--- src/rtl/lookup_pipe_stage_if.sv ---
// lookup_pipe_stage_if: FIFO-side pop handshake, output valid/ready bus and
// statistics of the route-lookup register stage.
// master = the environment (FIFO + downstream), slave = the stage itself.
interface lookup_pipe_stage_if #(
    parameter int BBLOCK_W = 32,
    parameter int NHOP_W   = 32
);
    logic                fifo_empty;
    logic                fifo_read;
    logic [BBLOCK_W-1:0] bblock;
    logic [NHOP_W-1:0]   nhop;
    logic                flush;
    logic                out_ready;
    logic                out_valid;
    logic [BBLOCK_W-1:0] previous_bblock;
    logic [NHOP_W-1:0]   previous_nhop;
    logic [31:0]         stat_accept;
    logic [31:0]         stat_stall;

    modport master (
        output fifo_empty, bblock, nhop, flush, out_ready,
        input  fifo_read, out_valid, previous_bblock, previous_nhop,
               stat_accept, stat_stall
    );

    modport slave (
        input  fifo_empty, bblock, nhop, flush, out_ready,
        output fifo_read, out_valid, previous_bblock, previous_nhop,
               stat_accept, stat_stall
    );
endinterface

--- src/rtl/lookup_pipe_stage.sv ---
// lookup_pipe_stage: DEPTH-deep back-pressurable register pipe between a
// show-ahead FIFO and the downstream lookup stage. The whole pipe moves or
// holds as one (bubbles are not collapsed); flush clears every valid bit.
// Optional transfer/stall counters: define LOOKUP_PIPE_STATS_EN.
module lookup_pipe_stage #(
    parameter int BBLOCK_W = 32,
    parameter int NHOP_W   = 32,
    parameter int DEPTH    = 2     // 1..8
) (
    input  logic               core_sp_clk,
    input  logic               reset,        // async, active low
    lookup_pipe_stage_if.slave bus
);
    logic [DEPTH-1:0]               r_v;
    logic [DEPTH-1:0][BBLOCK_W-1:0] r_bb;
    logic [DEPTH-1:0][NHOP_W-1:0]   r_nh;

    logic                           w_advance;
    logic                           w_pop;
    logic [DEPTH-1:0]               w_v_nxt;
    logic [DEPTH-1:0]               w_ld;
    logic [DEPTH-1:0][BBLOCK_W-1:0] w_bb_nxt;
    logic [DEPTH-1:0][NHOP_W-1:0]   w_nh_nxt;

    // Global enable: move unless the tail holds a word nobody takes.
    assign w_advance = !r_v[DEPTH-1] || bus.out_ready;
    // Gating with reset keeps the pop strobe quiet while reset is held.
    assign w_pop     = w_advance && !bus.fifo_empty && !bus.flush && reset;

    // Per-stage next state: stage 0 takes the FIFO head, others the stage before.
    for (genvar k = 0; k < DEPTH; k++) begin : g_stage
        if (k == 0) begin : g_head
            assign w_v_nxt[k]  = w_pop;
            assign w_ld[k]     = w_pop;
            assign w_bb_nxt[k] = bus.bblock;
            assign w_nh_nxt[k] = bus.nhop;
        end else begin : g_body
            assign w_v_nxt[k]  = r_v[k-1];
            // Data only follows a valid word, so bubbles leave old data in place.
            assign w_ld[k]     = w_advance && !bus.flush && r_v[k-1];
            assign w_bb_nxt[k] = r_bb[k-1];
            assign w_nh_nxt[k] = r_nh[k-1];
        end
    end

    // Pipeline registers: flush clears valids only, stall holds everything.
    always_ff @(posedge core_sp_clk or negedge reset) begin
        if (!reset) begin
            r_v  <= '0;
            r_bb <= '0;
            r_nh <= '0;
        end else begin
            if (bus.flush)
                r_v <= '0;
            else if (w_advance)
                r_v <= w_v_nxt;
            for (int k = 0; k < DEPTH; k++) begin
                if (w_ld[k]) begin
                    r_bb[k] <= w_bb_nxt[k];
                    r_nh[k] <= w_nh_nxt[k];
                end
            end
        end
    end

    assign bus.fifo_read       = w_pop;
    assign bus.out_valid       = r_v[DEPTH-1];
    assign bus.previous_bblock = r_bb[DEPTH-1];
    assign bus.previous_nhop   = r_nh[DEPTH-1];

`ifdef LOOKUP_PIPE_STATS_EN
    logic [31:0] r_acc;
    logic [31:0] r_stl;
    logic        w_xfer;
    logic        w_stall;

    // A transfer still counts in a flush cycle; stalls count while the tail waits.
    assign w_xfer  = r_v[DEPTH-1] && bus.out_ready;
    assign w_stall = r_v[DEPTH-1] && !bus.out_ready;

    // Free-running wrapping counters, cleared only by reset.
    always_ff @(posedge core_sp_clk or negedge reset) begin
        if (!reset) begin
            r_acc <= '0;
            r_stl <= '0;
        end else begin
            if (w_xfer)  r_acc <= r_acc + 32'd1;
            if (w_stall) r_stl <= r_stl + 32'd1;
        end
    end

    assign bus.stat_accept = r_acc;
    assign bus.stat_stall  = r_stl;
`else
    assign bus.stat_accept = '0;
    assign bus.stat_stall  = '0;
`endif
endmodule

--- src/flat_wrapper.sv ---
// flat-port wrapper written by rule: the top's interface ports become plain ports
module lookup_pipe_stage_flat 
#(
    parameter int BBLOCK_W = 32,
    parameter int NHOP_W   = 32,
    parameter int DEPTH    = 2            
)
  (core_sp_clk, reset, bus_fifo_empty, bus_bblock, bus_nhop, bus_flush, bus_out_ready, bus_fifo_read, bus_out_valid, bus_previous_bblock, bus_previous_nhop, bus_stat_accept, bus_stat_stall);
  lookup_pipe_stage_if #(.BBLOCK_W(BBLOCK_W), .NHOP_W(NHOP_W)) bus_i ();
  input  logic core_sp_clk;
  input  logic reset;
  input wire logic [$bits(bus_i.fifo_empty)-1:0] bus_fifo_empty;
  input wire logic [$bits(bus_i.bblock)-1:0] bus_bblock;
  input wire logic [$bits(bus_i.nhop)-1:0] bus_nhop;
  input wire logic [$bits(bus_i.flush)-1:0] bus_flush;
  input wire logic [$bits(bus_i.out_ready)-1:0] bus_out_ready;
  output wire logic [$bits(bus_i.fifo_read)-1:0] bus_fifo_read;
  output wire logic [$bits(bus_i.out_valid)-1:0] bus_out_valid;
  output wire logic [$bits(bus_i.previous_bblock)-1:0] bus_previous_bblock;
  output wire logic [$bits(bus_i.previous_nhop)-1:0] bus_previous_nhop;
  output wire logic [$bits(bus_i.stat_accept)-1:0] bus_stat_accept;
  output wire logic [$bits(bus_i.stat_stall)-1:0] bus_stat_stall;
  assign bus_i.fifo_empty = bus_fifo_empty;
  assign bus_i.bblock = bus_bblock;
  assign bus_i.nhop = bus_nhop;
  assign bus_i.flush = bus_flush;
  assign bus_i.out_ready = bus_out_ready;
  assign bus_fifo_read = bus_i.fifo_read;
  assign bus_out_valid = bus_i.out_valid;
  assign bus_previous_bblock = bus_i.previous_bblock;
  assign bus_previous_nhop = bus_i.previous_nhop;
  assign bus_stat_accept = bus_i.stat_accept;
  assign bus_stat_stall = bus_i.stat_stall;
  lookup_pipe_stage #(.BBLOCK_W(BBLOCK_W), .NHOP_W(NHOP_W), .DEPTH(DEPTH)) u_core (.core_sp_clk(core_sp_clk), .reset(reset), .bus(bus_i));
endmodule
--- config.mk ---
export PLATFORM = sky130hd
export DESIGN_NAME = lookup_pipe_stage_flat
export DESIGN_NICKNAME = d
export VERILOG_FILES = /design/src/rtl/lookup_pipe_stage_if.sv /design/src/rtl/lookup_pipe_stage.sv /design/src/flat_wrapper.sv
export SDC_FILE = /design/constraint.sdc
export NUM_CORES = 1
export LEC_CHECK = 0
export BUFFER_PORTS_ARGS = -buffer_cell sky130_fd_sc_hd__buf_2
export CAP_MARGIN = 0
export CELL_PAD_IN_SITES_DETAIL_PLACEMENT = 1
export CELL_PAD_IN_SITES_GLOBAL_PLACEMENT = 1
export CORE_MARGIN = 2
export CORE_UTILIZATION = 37
export CTS_CLUSTER_DIAMETER = 150
export DETAILED_ROUTE_END_ITERATION = 12
export PLACE_DENSITY = 0.88
export SYNTH_ARGS = -nofsm -noshare
export SYNTH_HDL_FRONTEND = slang
export SYNTH_SLANG_ARGS = --single-unit
--- constraint.sdc ---
create_clock -name core_sp_clk -period 1.6 [get_ports core_sp_clk]
set_clock_uncertainty 0.2 [all_clocks]
set_input_delay 0.24 -clock core_sp_clk [delete_from_list [all_inputs] [get_ports core_sp_clk]]
set_output_delay 0.24 -clock core_sp_clk [all_outputs]
set_load 0.01 [all_outputs]
==> results.ini <==
[outcome]
outcome=finished, violations left
violations=negative setup slack

[synthesis]
yosysUniqueCellTypes=16
ys_seq_area_share_pct=51.8
synth_edf_count=0
synthArstFlopShare_pct=100
synth_ff_type=dfrtp_1
yosysTopAreaCellShare_pct=51.8
synth_most_common_cell=dfrtp_1
synth_area_leaders=dfrtp_1 (52%), mux2_4 (23%), buf_4 (15%)
synth_area_mm2=0.00628
ys_ff_latch=130
synth.avg_cell_area_um2=15.3
synthTopCellsByCount=dfrtp_1 (130), buf_4 (129), mux2_4 (98)
synth_largest_area_cell=dfrtp_1
syn_inst=410
ys_warn_count=0

[placement]
dp_hpwl_um=8450
dp_cells=693
io_buffer_count=134
place_congestion=0.750

[global_routing]
grt_pass1_wl_um=21600
grt_pass1_vias=3869
grt_overflow_total=0
grt_antenna_before_repair=0
grtUsageTotal_pct=15.8
grt_start_max_net_pins=131

[drt]
drc=0
drt_wl_total_um=14400
vias=3385
drtPass1Iterations=5
ant_nets=0
first_iter_violations=95
routedWlPerCell_um=18.0
via_per_inst=4.23

[setup_path]
timing.rr.start=u_core.r_v[1]
cp.required_ns=1.69
r2r_slack_ns=-0.20
worst-path-max-fanout=22
cp.arrival_ns=1.90
end_kind=flop
critPathKind=reg2reg
critPathLaunchType=flop
r2r_cells=5
reg2reg_to=u_core.bus.previous_nhop[21]
startpoint=u_core.r_v[1]

[final_layout]
postLayoutCoreUtil_pct=48.3
drive_gt1_share_pct=54.4
fin_nets=638
area_delta_synth_final_pct=27.5
nFillCells=1685
diodes=0
final_cells=801

[power_and_ir_drop]
p_comb_share_pct=25.9
vdd_drop_max_v=0.000732
clkPwrFrac_pct=31.4
powerDensity_mw_per_mm2=1400
intPower_mw=8.03
p_sw_share_pct=28.3
p_switching_mw=3.17
seqPwrFrac_pct=42.6
p_leak_nw=4.08

[worst_hold_path]
hold_depth=3
holdPathEnd=u_core.r_v[0]
min-delay-start=bus_flush
worstHoldPathType=in2reg

[die]
rows=47
die_x_um=134
ioPinCount=199
die_area_mm2=0.0180
start_util_pct=37.9
die_h_um=134
core_area_mm2=0.0166

[sta]
maxSlewViolCount=0
period_needed_ns=1.80
timing.slew.headroom_pct=48.5
tightest_slew_ns=0.773
timing.fmax_mhz=554
fin_crit_sh_pct=113
rsz0062_at_grt=true
setup_viol_count_final=69
hold_viol=0
worst_slack_ns=-0.205
setup_tns_ns=-10.23

[cts]
clockBufferDepth=2
cts_buffers=17
cts.clk_slew.worst_paths_ns=0.06
clkSinkCount=130
cts_tree=yes
clk-insertion-delay-late_ns=0.41
cts_max_level=4
cts-root-buf=clkbuf_16

[run]
drv_cap=0

==> cells by family (layout without fill, tap and decap cells) <==
family                 after synthesis  count (layout)  share of synthesized area [%]
other                                1              64                         0.0597
muxes                              128             128                           28.8
buffers and inverters              142             250                           18.3
AOI/OAI and AO/OA                    1               1                         0.0796
DFF                                130             130                           51.8
and+or+nand+nor                      8               8                          0.976
==> critical path, stage by stage, from the launching register on <==
cell	delay (ns)
dfrtp_1	0.42
buf_4	0.15
and2b_4	0.18
nor2_8	0.14
buf_12	0.22
mux2_2	0.36
==> registers in the layout (all words and copies together) (netlist names) <==
signal	count
u_core.r_nh	32
u_core.bus.previous_nhop	32
u_core.bus.previous_bblock	32
u_core.r_v	2
u_core.r_bb	32
==> layout by cell type (no fill, tap or decap), drive strengths merged <==
master,synthesis,final
clkinvlp,0,4
dfrtp,130,130
o21ai,1,1
mux2,128,128
buf,141,147
nand3,1,1
and2b,1,1
nor2,4,4
dlygate4sd3,0,67
nand2b,2,2
clkinv,0,7
conb,1,64
clkbuf,0,23
inv,1,2
==> power groups by stage <==
stage          Combinational (mW)  Sequential, mW  Clock (mW)
2_1_floorplan                2.63            4.59           0
3_3_place_gp                 2.52            4.72           0
3_5_place_dp                 2.64            4.80           0
4_1_cts                      2.79            4.76        3.61
5_1_grt                      3.10            4.90        3.79
6_report                     2.90            4.78        3.52
==> metrics by stage <==
step	hold WS [ns]	setup WS, ns	instance area, um2	power (mW)
after floorplan	-0.256	-0.0313	6520	7.23
after global placement	0.228	-0.0674	6480	7.24
after detailed placement	0.241	-0.0936	6480	7.43
after CTS	0.0430	-0.184	7740	11.2
after global routing	0.0539	-0.271	8000	11.8
final	0.0694	-0.205	8000	11.2
==> how the worst max path moves through the flow <==
stage	to	slack [ns]	cells past startpoint
after floorplan	u_core.bus.previous_bblock[0]	-0.03	4
after global placement	u_core.bus.previous_nhop[20]	-0.07	5
after detailed placement	u_core.bus.previous_nhop[21]	-0.09	5
after CTS	bus_fifo_read	-0.18	5
after global routing	u_core.bus.previous_nhop[21]	-0.27	5
final	u_core.bus.previous_nhop[21]	-0.20	5
==> final cells by class <==
class / count / area, um2 / share of cell area [%]
Inverter: 1 / 8.76 / 0.109
Tap cell: 220 / 275 / 3.44
Timing Repair Buffer: 218 / 1700 / 21.2
Sequential cell: 130 / 3250 / 40.6
Clock buffer: 19 / 453 / 5.66
Clock inverter: 12 / 85.1 / 1.06
Multi-Input combinational cell: 201 / 2230 / 27.9
==> routing by layer <==
| metal | part of all wire (%) | wire (um) | global-route usage (%) | vias to the layer above |
|---|---|---|---|---|
| met3 | 4.4 | 632 | 4.54 | 15 |
| met1 | 38 | 5510 | 17.3 | 1750 |
| li1 | - | - | - | 1499 |
| met2 | 56 | 8110 | 28.9 | 121 |
| met5 | 0 | 0 | 0 | - |
| met4 | 1.3 | 186 | 5.85 | 0 |
==> timing repair <==
action                                 4_1_cts  5_1_grt
pin swaps                                    1        1
buffers inserted                             3        0
endpoints found under the hold margin      195        1
setup endpoints to repair                   31      129
resized for setup                            6       32
hold buffers                                66        1
gates cloned                                 1        6
Power figures use the tool's default switching activity.
